==> src/rtl/ex_wb_stage_pkg.sv <==
// ex_pkg: shared definitions for the execute/writeback stage.
//   - PSR bit positions inside the 5-bit {C,F,Z,L,N} status word
//   - FSM state encoding for the WAIT stall sequencer
//   - PSR reset value and default datapath widths
package ex_pkg;

  localparam int PSR_C = 4;
  localparam int PSR_F = 3;
  localparam int PSR_Z = 2;
  localparam int PSR_L = 1;
  localparam int PSR_N = 0;

  localparam int PSR_W = 5;
  localparam logic [PSR_W-1:0] PSR_RESET = 5'b0;

  localparam int EX_WIDTH      = 16;
  localparam int EX_REG_ADDR_W = 4;
  localparam int EX_WAIT_CNT_W = 8;
  localparam int EX_RETIRE_W   = 16;

  typedef enum logic {
    RUN_ST  = 1'b0,
    WAIT_ST = 1'b1
  } ex_state_e;

endpackage

==> src/rtl/ex_wb_stage_if.sv <==
// ex_wb_if: bundles the ALU-side handshake, the register-file write port and
// the status outputs of the execute/writeback stage.
//   master modport: the upstream/ALU side (drives in_* and flush).
//   slave modport : the stage itself (drives in_ready, wb_*, psr, busy, counters).
interface ex_wb_if
  import ex_pkg::*;
#(
  parameter int WIDTH      = EX_WIDTH,
  parameter int REG_ADDR_W = EX_REG_ADDR_W,
  parameter int RETIRE_W   = EX_RETIRE_W
);

  logic                  in_valid;
  logic                  in_ready;
  logic [WIDTH-1:0]      in_y;
  logic                  in_y_valid;
  logic [REG_ADDR_W-1:0] in_rd;
  logic [PSR_W-1:0]      in_flags_raw;
  logic [PSR_W-1:0]      in_flags_sel;
  logic                  in_flags_en;
  logic                  in_wait;
  logic                  flush;

  logic                  wb_en;
  logic [REG_ADDR_W-1:0] wb_addr;
  logic [WIDTH-1:0]      wb_data;
  logic [PSR_W-1:0]      psr;
  logic                  psr_c;
  logic                  busy;
  logic [RETIRE_W-1:0]   retire_count;

  modport master (
    output in_valid, in_y, in_y_valid, in_rd, in_flags_raw, in_flags_sel,
           in_flags_en, in_wait, flush,
    input  in_ready, wb_en, wb_addr, wb_data, psr, psr_c, busy, retire_count
  );

  modport slave (
    input  in_valid, in_y, in_y_valid, in_rd, in_flags_raw, in_flags_sel,
           in_flags_en, in_wait, flush,
    output in_ready, wb_en, wb_addr, wb_data, psr, psr_c, busy, retire_count
  );

endinterface

==> src/rtl/ex_wb_stage_psr_reg.sv <==
// psr_reg: 5-bit processor status register with per-bit masked update.
//   clk_i   : clock
//   rst_n_i : asynchronous active-low reset (loads PSR_RESET)
//   en_i    : update enable (instruction accepted this cycle)
//   mask_i  : bits to replace; unmasked bits hold
//   raw_i   : new flag values {C,F,Z,L,N}
//   psr_o   : current status word
module psr_reg
  import ex_pkg::*;
(
  input  logic             clk_i,
  input  logic             rst_n_i,
  input  logic             en_i,
  input  logic [PSR_W-1:0] mask_i,
  input  logic [PSR_W-1:0] raw_i,
  output logic [PSR_W-1:0] psr_o
);

  logic [PSR_W-1:0] psr_q;
  logic [PSR_W-1:0] psr_d;

  always_comb begin
    psr_d = psr_q;
    if (en_i) begin
      psr_d = (psr_q & ~mask_i) | (raw_i & mask_i);
    end
  end

  always_ff @(posedge clk_i or negedge rst_n_i) begin
    if (!rst_n_i) begin
      psr_q <= PSR_RESET;
    end else begin
      psr_q <= psr_d;
    end
  end

  assign psr_o = psr_q;

endmodule

==> src/rtl/ex_wb_stage.sv <==
// ex_wb_stage: execute/writeback stage downstream of the 16-bit ALU.
//   clk     : clock, all state updates on the rising edge
//   reset_n : asynchronous active-low reset
//   bus     : ex_wb_if.slave
//             in_*  / flush        : ALU result slot, decoder flag controls, cancel
//             in_ready             : high only in RUN_ST
//             wb_en/wb_addr/wb_data: one-cycle register-file write port
//             psr / psr_c          : status word and carry fed back to the ALU
//             busy                 : high while a WAIT stall is counting
//             retire_count         : accepted, non-flushed instructions (wraps)
module ex_wb_stage
  import ex_pkg::*;
#(
  parameter int WIDTH      = EX_WIDTH,
  parameter int REG_ADDR_W = EX_REG_ADDR_W,
  parameter int WAIT_CNT_W = EX_WAIT_CNT_W,
  parameter int RETIRE_W   = EX_RETIRE_W
) (
  input  logic   clk,
  input  logic   reset_n,
  ex_wb_if.slave bus
);

  localparam logic [WAIT_CNT_W-1:0] WaitOne   = WAIT_CNT_W'(1);
  localparam logic [WAIT_CNT_W-1:0] WaitZero  = '0;
  localparam logic [RETIRE_W-1:0]   RetireOne = RETIRE_W'(1);

  ex_state_e             state_q, state_d;
  logic [WAIT_CNT_W-1:0] waitCnt_q, waitCnt_d;
  logic                  wbEn_q;
  logic [REG_ADDR_W-1:0] wbAddr_q;
  logic [WIDTH-1:0]      wbData_q;
  logic [RETIRE_W-1:0]   retire_q;

  logic                  inReady;
  logic                  accept;
  logic                  wbLoad;
  logic [WAIT_CNT_W-1:0] waitReq;
  logic [PSR_W-1:0]      flagMask;
  logic [PSR_W-1:0]      psrVal;

  assign inReady  = (state_q == RUN_ST);
  assign accept   = bus.in_valid & inReady & ~bus.flush;
  assign wbLoad   = accept & bus.in_y_valid & ~bus.in_wait;
  assign waitReq  = bus.in_y[WAIT_CNT_W-1:0];
  assign flagMask = bus.in_flags_en ? bus.in_flags_sel : '0;

  // WAIT sequencer: a non-zero count parks the stage for exactly that many
  // cycles; flush abandons the stall immediately.
  always_comb begin
    state_d   = state_q;
    waitCnt_d = waitCnt_q;
    if (bus.flush) begin
      state_d   = RUN_ST;
      waitCnt_d = WaitZero;
    end else begin
      case (state_q)
        RUN_ST: begin
          if (accept && bus.in_wait && (waitReq != WaitZero)) begin
            state_d   = WAIT_ST;
            waitCnt_d = waitReq;
          end
        end
        WAIT_ST: begin
          if (waitCnt_q == WaitOne) begin
            state_d   = RUN_ST;
            waitCnt_d = WaitZero;
          end else begin
            waitCnt_d = waitCnt_q - WaitOne;
          end
        end
        default: begin
          state_d   = RUN_ST;
          waitCnt_d = WaitZero;
        end
      endcase
    end
  end

  always_ff @(posedge clk or negedge reset_n) begin
    if (!reset_n) begin
      state_q   <= RUN_ST;
      waitCnt_q <= WaitZero;
    end else begin
      state_q   <= state_d;
      waitCnt_q <= waitCnt_d;
    end
  end

  // Write port: address/data only move when a write actually happens, so a
  // flushed or non-writing instruction leaves the last write visible.
  always_ff @(posedge clk or negedge reset_n) begin
    if (!reset_n) begin
      wbEn_q   <= 1'b0;
      wbAddr_q <= '0;
      wbData_q <= '0;
    end else begin
      wbEn_q <= wbLoad;
      if (wbLoad) begin
        wbAddr_q <= bus.in_rd;
        wbData_q <= bus.in_y;
      end
    end
  end

  always_ff @(posedge clk or negedge reset_n) begin
    if (!reset_n) begin
      retire_q <= '0;
    end else if (accept) begin
      retire_q <= retire_q + RetireOne;
    end
  end

  psr_reg u_psr (
    .clk_i   (clk),
    .rst_n_i (reset_n),
    .en_i    (accept),
    .mask_i  (flagMask),
    .raw_i   (bus.in_flags_raw),
    .psr_o   (psrVal)
  );

  assign bus.in_ready     = inReady;
  assign bus.wb_en        = wbEn_q;
  assign bus.wb_addr      = wbAddr_q;
  assign bus.wb_data      = wbData_q;
  assign bus.psr          = psrVal;
  assign bus.psr_c        = psrVal[PSR_C];
  assign bus.busy         = (state_q == WAIT_ST);
  assign bus.retire_count = retire_q;

endmodule

==> src/flat_wrapper.sv <==
// flat-port wrapper written by rule: the top's interface ports become plain ports
module ex_wb_stage_flat import ex_pkg::*;
#(
  parameter int WIDTH      = EX_WIDTH,
  parameter int REG_ADDR_W = EX_REG_ADDR_W,
  parameter int WAIT_CNT_W = EX_WAIT_CNT_W,
  parameter int RETIRE_W   = EX_RETIRE_W
)
  (clk, reset_n, bus_in_valid, bus_in_y, bus_in_y_valid, bus_in_rd, bus_in_flags_raw, bus_in_flags_sel, bus_in_flags_en, bus_in_wait, bus_flush, bus_in_ready, bus_wb_en, bus_wb_addr, bus_wb_data, bus_psr, bus_psr_c, bus_busy, bus_retire_count);
  ex_wb_if #(.WIDTH(WIDTH), .REG_ADDR_W(REG_ADDR_W), .RETIRE_W(RETIRE_W)) bus_i ();
  input  logic clk;
  input  logic reset_n;
  input wire logic [$bits(bus_i.in_valid)-1:0] bus_in_valid;
  input wire logic [$bits(bus_i.in_y)-1:0] bus_in_y;
  input wire logic [$bits(bus_i.in_y_valid)-1:0] bus_in_y_valid;
  input wire logic [$bits(bus_i.in_rd)-1:0] bus_in_rd;
  input wire logic [$bits(bus_i.in_flags_raw)-1:0] bus_in_flags_raw;
  input wire logic [$bits(bus_i.in_flags_sel)-1:0] bus_in_flags_sel;
  input wire logic [$bits(bus_i.in_flags_en)-1:0] bus_in_flags_en;
  input wire logic [$bits(bus_i.in_wait)-1:0] bus_in_wait;
  input wire logic [$bits(bus_i.flush)-1:0] bus_flush;
  output wire logic [$bits(bus_i.in_ready)-1:0] bus_in_ready;
  output wire logic [$bits(bus_i.wb_en)-1:0] bus_wb_en;
  output wire logic [$bits(bus_i.wb_addr)-1:0] bus_wb_addr;
  output wire logic [$bits(bus_i.wb_data)-1:0] bus_wb_data;
  output wire logic [$bits(bus_i.psr)-1:0] bus_psr;
  output wire logic [$bits(bus_i.psr_c)-1:0] bus_psr_c;
  output wire logic [$bits(bus_i.busy)-1:0] bus_busy;
  output wire logic [$bits(bus_i.retire_count)-1:0] bus_retire_count;
  assign bus_i.in_valid = bus_in_valid;
  assign bus_i.in_y = bus_in_y;
  assign bus_i.in_y_valid = bus_in_y_valid;
  assign bus_i.in_rd = bus_in_rd;
  assign bus_i.in_flags_raw = bus_in_flags_raw;
  assign bus_i.in_flags_sel = bus_in_flags_sel;
  assign bus_i.in_flags_en = bus_in_flags_en;
  assign bus_i.in_wait = bus_in_wait;
  assign bus_i.flush = bus_flush;
  assign bus_in_ready = bus_i.in_ready;
  assign bus_wb_en = bus_i.wb_en;
  assign bus_wb_addr = bus_i.wb_addr;
  assign bus_wb_data = bus_i.wb_data;
  assign bus_psr = bus_i.psr;
  assign bus_psr_c = bus_i.psr_c;
  assign bus_busy = bus_i.busy;
  assign bus_retire_count = bus_i.retire_count;
  ex_wb_stage #(.WIDTH(WIDTH), .REG_ADDR_W(REG_ADDR_W), .WAIT_CNT_W(WAIT_CNT_W), .RETIRE_W(RETIRE_W)) u_core (.clk(clk), .reset_n(reset_n), .bus(bus_i));
endmodule
==> config.mk <==
export PLATFORM = sky130hd
export DESIGN_NAME = ex_wb_stage_flat
export DESIGN_NICKNAME = d
export VERILOG_FILES = /design/src/rtl/ex_wb_stage_pkg.sv /design/src/rtl/ex_wb_stage_if.sv /design/src/rtl/ex_wb_stage_psr_reg.sv /design/src/rtl/ex_wb_stage.sv /design/src/flat_wrapper.sv
export SDC_FILE = /design/constraint.sdc
export NUM_CORES = 1
export LEC_CHECK = 0
export BUFFER_PORTS_ARGS = -buffer_cell sky130_fd_sc_hd__buf_2
export CORE_MARGIN = 1.5
export CORE_UTILIZATION = 44
export CTS_CLUSTER_SIZE = 12
export DETAILED_ROUTE_END_ITERATION = 8
export GPL_TIMING_DRIVEN = 0
export PLACE_DENSITY = 0.75
export SLEW_MARGIN = 25
export SYNTH_ARGS = -nofsm -noshare
export SYNTH_HDL_FRONTEND = slang
export SYNTH_SLANG_ARGS = --single-unit
==> constraint.sdc <==
create_clock -name clk -period 1.9 [get_ports clk]
set_input_delay 0.38 -clock clk [delete_from_list [all_inputs] [get_ports clk]]
set_output_delay 0.38 -clock clk [all_outputs]
set_load 0.005 [all_outputs]
==> results by group, run 1 <==
Floorplan
  • Total Die Area: ~5700 sq um
  • Die Ht: between 70 and 80 microns
  • Die width: between 70 and 80 microns
  • I/O pin count: approximately 80
  • Site row count: 26
  • Core area: roughly 5100 sq um
  • Initial Util: 0.456

STA
  • Period utilization: 1.05
  • Slew HR: 0.578
  • Fmax: around 500 MHz
  • Endpoints failing hold: 0
  • Worst-margin pin slew: ~0.63 ns
  • Final setup fails: 4
  • Fin crit period: 1.99 ns
  • Worst hold slack: approximately 0.091 ns
  • Post-route setup slack: -0.0871 ns
  • Clk_skew: 0.00993 ns
  • Final Max Slew Viols: 0
  • RSZ-0062 raised after global routing: yes

Synthesis
  • Syn Inst Count: slightly below 200
  • Compound-Gate Fraction of Synth Area: 0.0774
  • Post-synthesis mux area share: 0.136
  • Adder-cell share of the synthesized area: 0.0162
  • Synth Area in XOR/XNOR: 0.0606
  • Synth Area in Simple Gates: 0.130
  • Post-Syn Nets: 233
  • FF+latch count, synth: 51
  • Sequential area share after synthesis: 0.552
  • Post-synthesis cell type count: 41
  • Yosys warns: 0
  • Synthesized area: between 2000 and 2500 sq um
  • Largest family of logic cells by synthesized area: multiplexers
  • Syn avg cell area: between 10 and 15 sq um

Setup path
  • CP top delay family: simple AND/OR/NAND/NOR gates
  • Req. time, crit path: between 2 and 2.5 ns
  • WP data arrival: roughly 2.2 ns
  • Crit. End Element: register
  • Crit start category: register
  • Slowest CP cell: or4_4
  • Worst-path fanout max: 4
  • Max stage delay on crit path: ~0.48 ns
  • CP Cell Sequence: inv_2 > ha_4 > or4b_4 > or4_4 > a32oi_2 > a21oi_1
  • Buf+Inv Stages, Crit Path: 1
  • WS Path Type: reg -> reg

Placement
  • Port Buffers: 81
  • Detailed Place HPWL: between 3000 and 4000 microns
  • Dpl cells: ~340
  • GP Congestion: approximately 0.88

Outcome
  • Status: finished with violations
  • Failing checks: negative setup slack

Global route
  • Total Routing Usage GR: 0.189
  • Largest net degree at the start of global routing: between 50 and 60
  • Initial antenna violation count: 0
  • Vias in the first global route: ~1,800
  • First-pass GRT wire length: 8090 microns
  • GR Overflow Total: 0

Power and ir drop
  • Maximum vdd drop: between 500 and 600 uV
  • Pwr Density: around 930 nW/um^2
  • Leak: 1.49 nW

Layout
  • Non-Filler Instances: about 360
  • Layout cell share with drive strength beyond 1: 0.479
  • Fillers: about 440
  • Most common cell after layout, fill and taps aside: buf_2
  • Most frequent cells in the layout: buf_2 (83), dfrtp_1 (51), mux2_2 (27)
  • Growth of design area from synthesis to finish: 30.9%
  • Ant. Diodes: 0
  • Post-route core utilization: 0.596
  • Layout Nets: 331

Clock network
  • CTS Sinks: 51
  • Num CTS Buffers: 5
  • Worst-case clock buffer depth: 2
  • CTS tree: done
  • Root Buffer: clkbuf_8
  • Clk slew on worst S/H paths: around 0.10 ns
  • H-tree level count: 2
  • Clk_lat worst skew: around 0.31 ns
  • Hold buffer count at cts: 0

Flow run
  • Maxcap violations: 0

Route
  • DRT Wirelength: 5150 microns
  • Wirelength per Cell: approximately 14 microns
  • Highest Signal Layer: met4
  • Remaining antenna violation count: 0
  • Vias: ~1,900
  • Via density: between 5 and 6
  • M1 WL: about 2200 microns
  • Met3 WL: roughly 310 microns
  • TritonRoute pass-1 iters: 4
  • Routed wl met2: 2500 microns
  • DRC viols: 0
  • DR iter-0 viols: ~110

Min path
  • Worst hold path type: in -> async
## flip-flops by register name (all words and copies together), names as in the netlist, named ones only
name,count
u_core.bus.wb_addr,4
u_core.waitCnt_q,8
u_core.bus.busy,1
u_core.bus.wb_data,16
u_core.bus.wb_en,1
u_core.bus.retire_count,16
## through the flow
stage / setup TNS [ns] / setup slack, ns / power, mW / cell area (sq um)
3_5_place_dp: -1.87 / -0.145 / 2.14 / 2810
2_1_floorplan: -0.0178 / -0.0130 / 1.80 / 2310
6_report: -0.293 / -0.0871 / 2.81 / 3030
3_3_place_gp: -0.956 / -0.152 / 2.11 / 2810
4_1_cts: -0.278 / -0.120 / 2.81 / 2960
5_1_grt: -0.514 / -0.140 / 2.98 / 3030
## kinds of logic after synthesis
kind of cell / after synthesis
adders and majority gates: 3
DFF: 51
muxes: 28
xor gates and xnor gates: 16
and+or+nand+nor: 56
AOI/OAI and AO/OA: 24
buffers and inverters: 15
## Yosys cell counts (all sizes together)
| cell | n | area, sq um |
|---|---|---|
| dfrtp | 51 | 1280 |
| mux2 | 27 | 304 |
| nand2 | 16 | 60.1 |
| inv | 9 | 33.8 |
| xor2 | 9 | 78.8 |
| nor2 | 8 | 30.0 |
| nand3 | 7 | 35.0 |
| xnor2 | 7 | 61.3 |
| buf | 5 | 26.3 |
| a21oi | 4 | 20.0 |
| nor3 | 4 | 20.0 |
| a211oi | 3 | 22.5 |
| a31oi | 3 | 18.8 |
| and2 | 3 | 18.8 |
| ha | 3 | 37.5 |
| nand4 | 3 | 18.8 |
| nor3b | 3 | 27.5 |
| o211ai | 3 | 22.5 |
| or4 | 3 | 26.3 |
| a221oi | 2 | 17.5 |
| and3 | 2 | 12.5 |
| nand3b | 2 | 15.0 |
| nor4 | 2 | 12.5 |
| o21ai | 2 | 13.8 |
| o31ai | 2 | 15.0 |
| a311oi | 1 | 8.76 |
| a32oi | 1 | 8.76 |
| a41oi | 1 | 16.3 |
| and4 | 1 | 8.76 |
| clkbuf | 1 | 3.75 |
| mux2i | 1 | 10.0 |
| nand2b | 1 | 6.26 |
| o2111ai | 1 | 8.76 |
| o22ai | 1 | 6.26 |
| or4b | 1 | 10.0 |
## layout make-up
cell class | count | area (sq um) | area share
clock buffer | 7 | 86.3 | 0.0285
clock inverter | 1 | 8.76 | 0.00289
tap | 70 | 87.6 | 0.0289
timing repair buffer | 91 | 483 | 0.160
inverter | 9 | 33.8 | 0.0112
sequential | 51 | 1280 | 0.422
multi-input combinational | 127 | 1020 | 0.337
buffer | 6 | 30.0 | 0.00992
## final timing paths
path	startpoint	end	slack, ns	cells past startpoint
max reg2reg	u_core.waitCnt_q[1]	u_core.waitCnt_q[0]	-0.09	6
max	u_core.waitCnt_q[1]	u_core.waitCnt_q[0]	-0.09	6
min in group clk	bus_in_flags_raw[2]	register	0.30	2
min	reset_n	u_core.bus.retire_count[7]	0.09	1
min reg2reg	u_core.bus.retire_count[15]	u_core.bus.retire_count[15]	0.47	1
max in group asynchronous	reset_n	u_core.waitCnt_q[2]	1.38	1
## metal layers
metal | vias up | global-route usage
li1 | 882 | -
met1 | 899 | 0.244
met2 | 85 | 0.307
met3 | 11 | 0.0556
met4 | 0 | 0.0635
met5 | - | 0
## timing repair
action / CTS / global route
endpoints found under the setup margin: 33 / 28
resized for setup: 5 / 5
pin swaps: 5 / 3
buffers inserted: 5 / 5
## report_power, final
group	total (mW)	internal [mW]	switching, mW	leakage (nW)
clock	0.652	0.299	0.353	0.0484
sequential	1.45	1.29	0.160	0.639
combinational	0.705	0.400	0.304	0.803
No activity file was read; power rests on OpenSTA's default activity.
==> run 2: changes to the inputs <==
CORE_MARGIN = 5   (was 1.5)
CTS_CLUSTER_SIZE = not set   (was 12)
SETUP_SLACK_MARGIN = 0.4   (was not set)
==> run 2 against run 1 <==
Effect of this change:
- the flow still finishes with violations (negative setup slack)
- critical path depth stayed put
- first-iteration DRC count is 14% lower
- global-route usage increased by 0.11 points
- fmax is 0.34% lower
- setup slack lost 0.0067 ns
- clock skew shrank 0.0022 ns
- clock-buffer cell count down 1
- register-to-register slack hardly changed
- worst hold slack improved by 0.0039 ns
- routed wire length up 23%
- design area increased by 16%
- critical endpoint unchanged
- largest power group unchanged
==> results by group, run 2 (synthesis results as in run 1) <==
Layout
  • Ant. Diodes: 0
  • Non-Filler Instances: roughly 380
  • Fillers: just over 400
  • Layout Nets: 351
  • Layout cell share with drive strength beyond 1: 0.598
  • Finished Cell Area: around 3500 sq um
  • Most common cell after layout, fill and taps aside: buf_2
  • Growth of design area from synthesis to finish: 51.6%
  • Most frequent cells in the layout: buf_2 (79), dfrtp_1 (51), mux2_4 (26)

Route
  • DR iter-0 viols: 94
  • Via density: 5.25
  • Remaining antenna violation count: 0
  • TritonRoute pass-1 iters: 4
  • DRC viols: 0
  • Vias: between 2,000 and 2,500
  • Wirelength per Cell: approximately 17 microns
  • DRT Wirelength: roughly 6300 microns

STA
  • TNS Setup: -0.394 ns
  • Post-route setup slack: -0.0938 ns
  • Fmax: between 500 and 600 MHz
  • Slew HR: 0.568
  • Final Max Slew Viols: 0
  • Clk_skew: about 0.0077 ns
  • Final setup fails: 5
  • Worst-margin pin slew: between 0.6 and 0.7 ns
  • Fin crit period: roughly 2.0 ns
  • Endpoints failing hold: 0
  • Period utilization: 1.05
  • RSZ-0062 raised after global routing: yes

Clock network
  • Clk slew on worst S/H paths: ~0.09 ns
  • CTS Sinks: 51
  • CTS tree: done
  • Clk_lat worst skew: 0.31 ns
  • Hold buffer count at cts: 0
  • H-tree level count: 2
  • Worst-case clock buffer depth: 2
  • Root Buffer: clkbuf_8
  • Num CTS Buffers: 5

Global route
  • GR Overflow Total: 0
  • Vias in the first global route: between 2,000 and 2,500
  • Largest net degree at the start of global routing: 52
  • First-pass GRT wire length: 9800 microns
  • Initial antenna violation count: 0
  • Total Routing Usage GR: 0.191

Floorplan
  • Die width: approximately 82 microns
  • Die Ht: about 82 microns
  • Total Die Area: approximately 6800 sq um
  • I/O pin count: approximately 80
  • Core area: around 5100 sq um
  • Initial Util: 0.453
  • Site row count: 26

Placement
  • Port Buffers: a little over 80
  • Dpl cells: 344
  • GP Congestion: 0.899
  • Detailed Place HPWL: between 3000 and 4000 microns
  • Pre-CTS setup slack: -0.207 ns
  • Dpl cell area: around 2900 sq um

Power and ir drop
  • Leak: 1.80 nW
  • Comb pwr share: 0.292
  • Sw frac: 0.285
  • Seq pwr share: 0.472
  • Power share of the clock group: 0.236
  • Maximum vdd drop: 529 uV
  • Pwr Total: slightly above 3 mW
  • Psw: a little under 900 uW
  • Pwr Density: roughly 900 nW/um^2
  • P_int: about 2.2 mW

Flow run
  • Maxcap violations: 0

Outcome
  • Status: finished with violations
  • Failing checks: negative setup slack

Setup path
  • Path depth of the worst reg2reg path: 6
  • Crit start category: register
  • Worst-path fanout max: 4
  • WS Path Type: reg -> reg
  • WP data arrival: about 2.2 ns
  • Req. time, crit path: 2.08 ns
  • Crit. End Element: register

Min path
  • Worst hold path type: in -> async
run 2: changes by cell type in the layout (fill, tap and decap cells not counted), moves of 6 or more:
cell | before | now
nand2_1 | 15 | 9
buf_4 | 12 | 21
mux2_2 | 27 | 1
buf_6 | 0 | 15
nand2_2 | 0 | 7
mux2_4 | 0 | 26
nor2_1 | 8 | 2
run 2: layout make-up:
type	instances	area (sq um)	area share
Timing Repair Buffer	111	681	0.194
Buffer	6	50.0	0.0143
Sequential cell	51	1280	0.364
Inverter	9	36.3	0.0104
Multi-Input combinational cell	127	1270	0.363
Clock buffer	6	72.6	0.0207
Clock inverter	1	30.0	0.00857
Tap cell	70	87.6	0.0250
run 2: power groups by stage:
stage / clock network, mW / registers (mW) / logic [mW]
2_1_floorplan: 0 / 1.47 / 0.330
3_3_place_gp: 0 / 1.46 / 0.664
3_5_place_dp: 0 / 1.47 / 0.683
4_1_cts: 0.756 / 1.45 / 0.826
5_1_grt: 0.803 / 1.50 / 0.989
6_report: 0.733 / 1.46 / 0.907
run 2: per-stage QoR:
stage           util  hold WS [ns]
2_1_floorplan      -        0.0844
3_3_place_gp   0.561         0.453
3_5_place_dp   0.561         0.451
4_1_cts        0.639         0.114
5_1_grt        0.686         0.137
6_report       0.686        0.0946
run 2: metal layers:
layer | up-vias | track usage | routed length, microns
met4 | 0 | 0.0768 | 126
met5 | - | 0 | 0
met2 | 80 | 0.332 | 3200
met1 | 986 | 0.221 | 2490
li1 | 924 | - | -
met3 | 12 | 0.0521 | 509
run 2: worst paths after layout:
kind                                        startpoint                           to  slack, ns
hold / removal                                 reset_n   u_core.bus.retire_count[8]       0.09
setup / recovery                   u_core.waitCnt_q[1]          u_core.waitCnt_q[0]      -0.09
max in group asynchronous                      reset_n       u_core.bus.wb_data[11]       1.37
min in group clk                          bus_in_y[12]       u_core.bus.wb_data[12]       0.30
hold reg to reg            u_core.bus.retire_count[15]  u_core.bus.retire_count[15]       0.47
setup reg to reg                   u_core.waitCnt_q[1]          u_core.waitCnt_q[0]      -0.09
run 2: worst max-delay path, stage by stage (launching register included):
cell	delay [ns]
dfrtp_1	0.41
inv_2	0.08
ha_4	0.12
or4b_4	0.45
or4_4	0.47
a32oi_2	0.25
a21oi_2	0.08
run 2: what timing repair did:
action | CTS | global route
endpoints found under the setup margin | 45 | 46
cloned | 0 | 1
setup buffers | 18 | 11
pin swaps | 7 | 13
gates resized for setup | 39 | 43
